**config.mk**
```make
export PLATFORM = sky130hd
export DESIGN_NAME = plic_gateway
export DESIGN_NICKNAME = d
export VERILOG_FILES = /design/src/rtl/plic_gateway.sv
export SDC_FILE = /design/constraint.sdc
export NUM_CORES = 1
export LEC_CHECK = 0
export BUFFER_PORTS_ARGS = -buffer_cell sky130_fd_sc_hd__clkbuf_2
export CORE_MARGIN = 3
export CORE_UTILIZATION = 35
export CTS_CLUSTER_DIAMETER = 80
export CTS_CLUSTER_SIZE = 25
export DETAILED_ROUTE_END_ITERATION = 6
export SLEW_MARGIN = 20
export SYNTH_ARGS = -nofsm -noshare
export SYNTH_HDL_FRONTEND = slang
export SYNTH_SLANG_ARGS = --single-unit
```
**constraint.sdc**
```tcl
create_clock -name PCLK -period 3.3 [get_ports PCLK]
set_clock_uncertainty 0.05 [all_clocks]
set_input_delay 0.165 -clock PCLK [delete_from_list [all_inputs] [get_ports PCLK]]
set_output_delay 0.165 -clock PCLK [all_outputs]
set_load 0.02 [all_outputs]
```
**src/rtl/plic_gateway.sv**
```systemverilog
// Per-source interrupt gateway ahead of the PLIC core: synchronises raw interrupt
// wires, counts rising edges in edge mode and gates one outstanding request per source.
module plic_gateway #(
  parameter int unsigned NUM_SRC     = 3,
  parameter int unsigned CNT_W       = 4,
  parameter int unsigned SYNC_STAGES = 2
) (
  input  logic                       PCLK,
  input  logic                       PRESETn,
  input  logic [NUM_SRC:1]           SrcIn,
  input  logic [NUM_SRC:1]           EdgeMode,
  input  logic [NUM_SRC:1]           Claim,
  input  logic [NUM_SRC:1]           Complete,
  input  logic [NUM_SRC:1]           OvfClr,
  output logic [NUM_SRC:1]           Req,
  output logic [NUM_SRC:1]           Overflow,
  output logic [2*NUM_SRC-1:0]       o_dbg_state,
  output logic [CNT_W*NUM_SRC-1:0]   o_dbg_cnt
);

  typedef enum logic [1:0] {
    S_IDLE    = 2'd0,
    S_REQ     = 2'd1,
    S_SERVICE = 2'd2
  } state_t;

  localparam logic [CNT_W-1:0] CNT_MAX = {CNT_W{1'b1}};

  logic [NUM_SRC:1] r_sync [SYNC_STAGES];
  logic [NUM_SRC:1] r_prev;
  logic [NUM_SRC:1] w_s;
  logic [NUM_SRC:1] w_edge;

  always_ff @(posedge PCLK or negedge PRESETn) begin
    if (!PRESETn) begin
      for (int k = 0; k < SYNC_STAGES; k++) r_sync[k] <= '0;
      r_prev <= '0;
    end else begin
      r_sync[0] <= SrcIn;
      for (int k = 1; k < SYNC_STAGES; k++) r_sync[k] <= r_sync[k-1];
      r_prev <= w_s;
    end
  end

  assign w_s    = r_sync[SYNC_STAGES-1];
  assign w_edge = w_s & ~r_prev & EdgeMode;

  // Handshake: Req is held while the source waits in REQ; a one-cycle Claim pulse
  // moves it to SERVICE, and a one-cycle Complete pulse in SERVICE returns it to IDLE.
  // Claim outside REQ and Complete outside SERVICE are ignored; Claim wins over Complete.
  for (genvar gi = 1; gi <= NUM_SRC; gi++) begin : g_src
    state_t           r_state;
    state_t           w_next;
    logic [CNT_W-1:0] r_cnt;
    logic [CNT_W-1:0] w_cnt_next;
    logic             r_req;
    logic             r_ovf;
    logic             w_dec;
    logic             w_inc;
    logic             w_ovf_set;

    always_comb begin
      w_next     = r_state;
      w_dec      = 1'b0;
      w_inc      = 1'b0;
      w_ovf_set  = 1'b0;
      w_cnt_next = r_cnt;
      case (r_state)
        S_IDLE: begin
          if (EdgeMode[gi] ? (r_cnt != '0 || w_edge[gi]) : w_s[gi]) begin
            w_next = S_REQ;
            w_dec  = EdgeMode[gi] && (r_cnt != '0);
          end
        end
        S_REQ: begin
          if (Claim[gi])                         w_next = S_SERVICE;
          else if (!EdgeMode[gi] && !w_s[gi])    w_next = S_IDLE;
        end
        S_SERVICE: begin
          if (Complete[gi]) w_next = S_IDLE;
        end
        default: w_next = S_IDLE;
      endcase
      // An edge seen in IDLE with an empty counter is consumed by the move to REQ.
      w_inc = w_edge[gi] && !(r_state == S_IDLE && r_cnt == '0);
      if (!EdgeMode[gi]) begin
        w_cnt_next = '0;
      end else if (w_inc && !w_dec) begin
        if (r_cnt == CNT_MAX) w_ovf_set  = 1'b1;
        else                  w_cnt_next = r_cnt + 1'b1;
      end else if (w_dec && !w_inc) begin
        w_cnt_next = r_cnt - 1'b1;
      end
    end

    always_ff @(posedge PCLK or negedge PRESETn) begin
      if (!PRESETn) begin
        r_state <= S_IDLE;
        r_cnt   <= '0;
        r_req   <= 1'b0;
        r_ovf   <= 1'b0;
      end else begin
        r_state <= w_next;
        r_cnt   <= w_cnt_next;
        r_req   <= (w_next == S_REQ);
        r_ovf   <= w_ovf_set | (r_ovf & ~OvfClr[gi]);
      end
    end

    assign Req[gi]                             = r_req;
    assign Overflow[gi]                        = r_ovf;
    assign o_dbg_state[2*(gi-1) +: 2]          = r_state;
    assign o_dbg_cnt[CNT_W*(gi-1) +: CNT_W]    = r_cnt;
  end

endmodule
```
# Word-level counts from Yosys, hierarchy flattened
# Index checks and enable logic that the tools add are counted.
# op_classes
add_sub_neg,6
mul,0
div,0
magnitude_cmp,0
n_eq_ne,18
shift,0
muxes,45
bitwise_logic,12
reduce_logical,48
# ops
operator,count
2-to-1 mux 4 bit,12
2-to-1 mux 2 bit,12
logical AND 1 bit,18
2-to-1 mux 1 bit,18
one-hot mux 2 bit (3 select lines),3
zero test 1 bit,15
"adder 4 x 1 -> 4 bit, second input constant",3
"equality test 2 x 1 -> 1 bit, second input constant",6
"equality test 4 bit, second input constant",3
zero test 4 bit,3
nonzero test 4 bit,3
"subtractor 4 x 1 -> 4 bit, second input constant",3
"!= test 3 x 1 -> 1 bit, second input constant",3
"!= test 3 bit, second input constant",3
bitwise AND 3 bit,2
"equality test 2 bit, second input constant",3
zero test 2 bit,3
AND reduction 2 bit,3
bitwise AND 1 bit,3
logical OR 1 bit,3
NOT 1 bit,3
NOT 3 bit,1
OR 1 bit,3
# totals
reg_bits,33
latch_bits,0
ramBits,0
romBits,0
inputBits,17
output_inout_bits,24
elab_cells,144
mem_count,0

# Logic depth before layout (Yosys ltp)
# logic_depth
word_depth,12
depth_mapped,9
ltp_nobuf,9

# Worst setup path after synthesis
# Ideal clock, no wire load.
# synth_timing
path_type,reg-to-reg
from,register g_src[1].r_state[0]
to,register g_src[1].r_cnt[3]
setup_time_ps,78
arrival_ps,1947
required_time_ps,3172
setup_slack_ps,1225
stages_incl_launch_ff,10
path_buffers,0
synth_period_minus_slack_ps,2075
path_cell_list,dfrtp_1 > nor2_1 > nor2_2 > nand2_1 > ha_1 > a21o_2 > a21oi_1 > xnor2_1 > or3_1 > a21boi_1
# synth_via
elab_chain_cells,8
word_cells_on_any_way,14
classes_between,eq/ne (2); mux (3); reduce/logical (9)
# synth_lines
element,line,text
"start, declared",52,state_t r_state;
"start signal, assigned",103,r_state <= w_next;
zero test 2 bit (*),"68, 85",
logical AND 1 bit,85,w_inc = w_edge[gi] && !(r_state == S_IDLE && r_cnt == '0);
zero test 1 bit,85,
logical AND 1 bit,85,
zero test 1 bit,91,end else if (w_dec && !w_inc) begin
logical AND 1 bit,91,
!= test 3 x 1 -> 1 bit (no source line),--,
AND reduction 2 bit (no source line),--,
"end signal, assigned",104,r_cnt <= w_cnt_next;
"end, declared",54,logic [CNT_W-1:0] r_cnt;
# Mark *: on every way between the ends. The rest lies on a longest branch, timed or not.
# A chain may end at the register's enable or synchronous reset.

# Worst setup path after layout
# layout_timing
from,register r_prev[1] (netlist bit)
to,register g_src[1].r_cnt[3]
# layout_via
elab_chain_cells,11
word_cells_on_any_way,17
classes_between,eq/ne (2); mux (5); bitwise (3); reduce/logical (7)
# layout_lines
element,line,text
"start, declared",30,logic [NUM_SRC:1] r_prev;
"start signal, assigned",41,r_prev <= w_s;
NOT 3 bit (*),46,assign w_edge = w_s & ~r_prev & EdgeMode;
bitwise AND 3 bit (*) (2 in series),46,
logical OR 1 bit,70,if (EdgeMode[gi] ? (r_cnt != '0 || w_edge[gi]) : w_s[gi]) begin
2-to-1 mux 1 bit (2 in series),70,
2-to-1 mux 1 bit,68,case (r_state)
zero test 1 bit,88,end else if (w_inc && !w_dec) begin
logical AND 1 bit,88,
"!= test 3 bit (no source line), or another cell as far along",--,
AND reduction 2 bit (no source line) / 2-to-1 mux 4 bit (equally long branches),--,
# Marked as above.

==> results by group <==
Critical path
  – Req. time, crit path: 3.46 ns
  – R2r startpoint: r_prev[1]
  – Critical-path cell list: nand2b_4 > nor2_2 > nand2_1 > ha_1 > a21o_2 > a21oi_1 > xnor2_1 > or3_1 > a21boi_1
  – Crit Path Max Fanout: 4
  – Crit path arrival time: 2.25 ns
  – Worst Setup Start Kind: register
  – Type of destination of the critical path: register
  – Crit-path leading delay family: simple AND/OR/NAND/NOR gates
  – Critical path buffers and inverters: 0
  – Worst Setup Path Type: register to register
  – Slowest CP cell: dfrtp_1
  – Crit path from: r_prev[1]
  – CP max stage delay: 0.37 ns

Drt
  – WL/cell: 12.1 µm
  – Vias: 1,265
  – Routed vias/inst: 4.88
  – # DRC: 0
  – Final WL: 3120 µm
  – DR pass1 iterations: 4
  – Initial drt markers: 33
  – Final ANT Viol Nets: 0

Timing
  – Share of the clock period used by the worst path: 63.4%
  – Minimum hold slack: 0.0156 ns
  – Post-layout minimum cycle time: 2.09 ns
  – Rel. slew slack: 45.5%
  – Setup TNS: 0 ns
  – Actual slew at the worst max-slew pin: 0.817 ns
  – Slew Viols, Final: 0
  – Fmax: 0.478 GHz
  – Final Hold Viols: 0
  – Final setup fails: 0
  – RSZ-0062 raised after global routing: no

Pwr
  – Sequential Power Share: 34.2%
  – Internal power: 0.00120 W
  – Pleak: 0.992 nW
  – Comb pwr share: 46.7%
  – Switch share: 40.6%
  – Clock Power Share: 19.1%
  – Worst IR Drop VDD: 0.000479 V
  – Psw: 0.000821 W
  – Power Density: 986 mW/mm²

Finish
  – Fin cells: 259
  – Ant. Diodes: 0
  – Layout cells sized above 1: 27.5%
  – Fin util: 45.6%
  – # nets final: 232
  – Final Cell Area: 0.00205 mm²
  – P&R area growth vs syn: 22.2%

Logic synthesis
  – Async set-reset flop share out of synthesis: 100%
  – Syn nets: 188
  – Most frequent cell after synthesis: dfrtp_1
  – Yosys reg bits: 33
  – Sequential cell area fraction in the yosys report: 49.2%
  – Mapped cell area: 0.00168 mm²
  – Mean Syn Cell Area: 10.4 µm²
  – Post-synth top flop: dfrtp_1
  – Synth unique cells: 36
  – Synth Warn #: 0
  – Commonest cells post-synth: dfrtp_1, nand2_1, inv_1, o21ai_0
  – Cell taking the most area after synthesis: dfrtp_1
  – Post-synth EDFFs: 0
  – Post-synthesis cell count: 162
  – Post-synth top area share: 49.2%
  – Main area contributors after synthesis: dfrtp_1, ha_1, xnor2_1, nand2_1, fa_1

Place
  – Dpl hpwl: 2320 µm
  – Placed cell count: 247
  – Buffers on Ports: 40
  – Post-DP Area: 0.00190 mm²
  – GP Congestion: 0.710

Die
  – DIE HEIGHT: 75.3 µm
  – Die Wd: 75.3 µm
  – Core Box Area: 0.00450 mm²
  – Initial Util: 37.3%
  – FP Rows: 24
  – Die area: 0.00566 mm²
  – IO Pins: 41

Clock network
  – Htree depth: 2
  – Worst skew pair latency: 0.28 ns
  – CTS tree: yes
  – Root buffer cell: clkbuf_8
  – Worst-case clock buffer depth: 2
  – Clock transition at the registers of the reported paths: 0.07 ns
  – Post-CTS Setup Inserts: 0
  – CTS buffer count: 5
  – CTS Sinks: 33

Min path
  – Hold Crit Class: input pin to register
  – Min-Delay Startpoint: OvfClr[2]

Global route
  – Tot GR Track Use: 12.7%
  – First-pass GRT wire length: 5450 µm
  – Initial antenna violation count: 0
  – Vias in the first global route: 1,200
  – GRT Residual Overflow: 0
  – Largest net degree at the start of global routing: 34

Run status
  – Status: finished clean

Job
  – Max-cap viol count: 0
-- state kept, by name, summed over array words and instances (netlist names) --
register and count:
g_src.r_ovf 3, g_src.r_state 6, g_src.r_cnt 12, r_sync 3, r_prev 3, w_s 3
g_src.r_req 3
-- cells in the final DEF, fill, tap and decap left out, drive strengths merged --
cell | synthesis | layout
dlygate4sd3 | 0 | 4
and2 | 4 | 4
fa | 3 | 3
dfrtp | 33 | 33
nand4bb | 1 | 1
nor2b | 4 | 4
mux2i | 4 | 4
bufinv | 0 | 1
nand2b | 4 | 4
nor2 | 10 | 10
a21boi | 2 | 2
o41ai | 1 | 1
o22ai | 3 | 3
clkbuf | 1 | 47
nor4 | 3 | 3
a2bb2oi | 1 | 1
inv | 13 | 13
nand2 | 18 | 18
nand3 | 1 | 1
nand3b | 1 | 1
nor3 | 2 | 2
ha | 6 | 6
o31ai | 4 | 4
xnor2 | 8 | 8
a21o | 3 | 3
o21ai | 11 | 11
or3 | 2 | 2
a21oi | 7 | 7
o211ai | 1 | 1
a22oi | 2 | 2
nand4 | 3 | 3
-- area by class of cell --
cell class	count	area, µm²
Clock buffer	7	86.3
Clock inverter	1	30.0
Fill cell	457	2450
Inverter	13	48.8
Multi-Input combinational cell	109	756
Sequential cell	33	826
Tap cell	52	65.1
Timing Repair Buffer	44	240
-- per-layer routing --
layer	vias up	routed length, µm	track usage [%]
met5	-	0	0
met4	0	34	4.08
met3	5	182	4.81
met2	32	1420	19.2
met1	589	1480	16.9
li1	639	-	-
-- final timing paths --
kind	depth (start not counted)	slack, ns	to
worst max-delay path	9	1.21	g_src[1].r_cnt[3]
worst min-delay path	2	0.02	g_src[2].r_ovf
worst max register to register	9	1.21	g_src[1].r_cnt[3]
worst min register to register	0	0.30	w_s[1]
max in group asynchronous	2	2.23	w_s[1]
min in group asynchronous	2	0.46	g_src[2].r_ovf
-- power by group through the flow --
stage | Clock (W) | Combinational, W | Sequential (W)
detailed placement | 0 | 0.000957 | 0.000701
finish | 0.000387 | 0.000944 | 0.000692
floorplan | 0 | 0.000627 | 0.000790
CTS | 0.000399 | 0.000961 | 0.000696
global placement | 0 | 0.000941 | 0.000701
global route | 0.000416 | 0.00108 | 0.000721
-- what timing repair did --
action	4_1_cts	5_1_grt
hold buffers	4	0
endpoints found under the hold margin	36	0
resized for setup	0	0
endpoints found under the setup margin	0	0
-- metrics by stage --
stage / setup slack (ns) / total power [W]
final: 1.21 / 0.00202
after global routing: 1.08 / 0.00222
after CTS: 1.20 / 0.00206
after detailed placement: 1.21 / 0.00166
after global placement: 1.24 / 0.00164
after floorplan: 1.23 / 0.00142
-- kinds of logic after synthesis --
kind of cell    count (synthesis)  synth area share (%)
mux                             4                  2.38
simple gates                   53                  16.6
compound gates                 35                  13.8
fa+ha+maj                       9                  8.05
xor+xnor                        8                  4.17
flops                          33                  49.2
buf+inv                        20                  5.81
(Power assumes the default switching activity.)
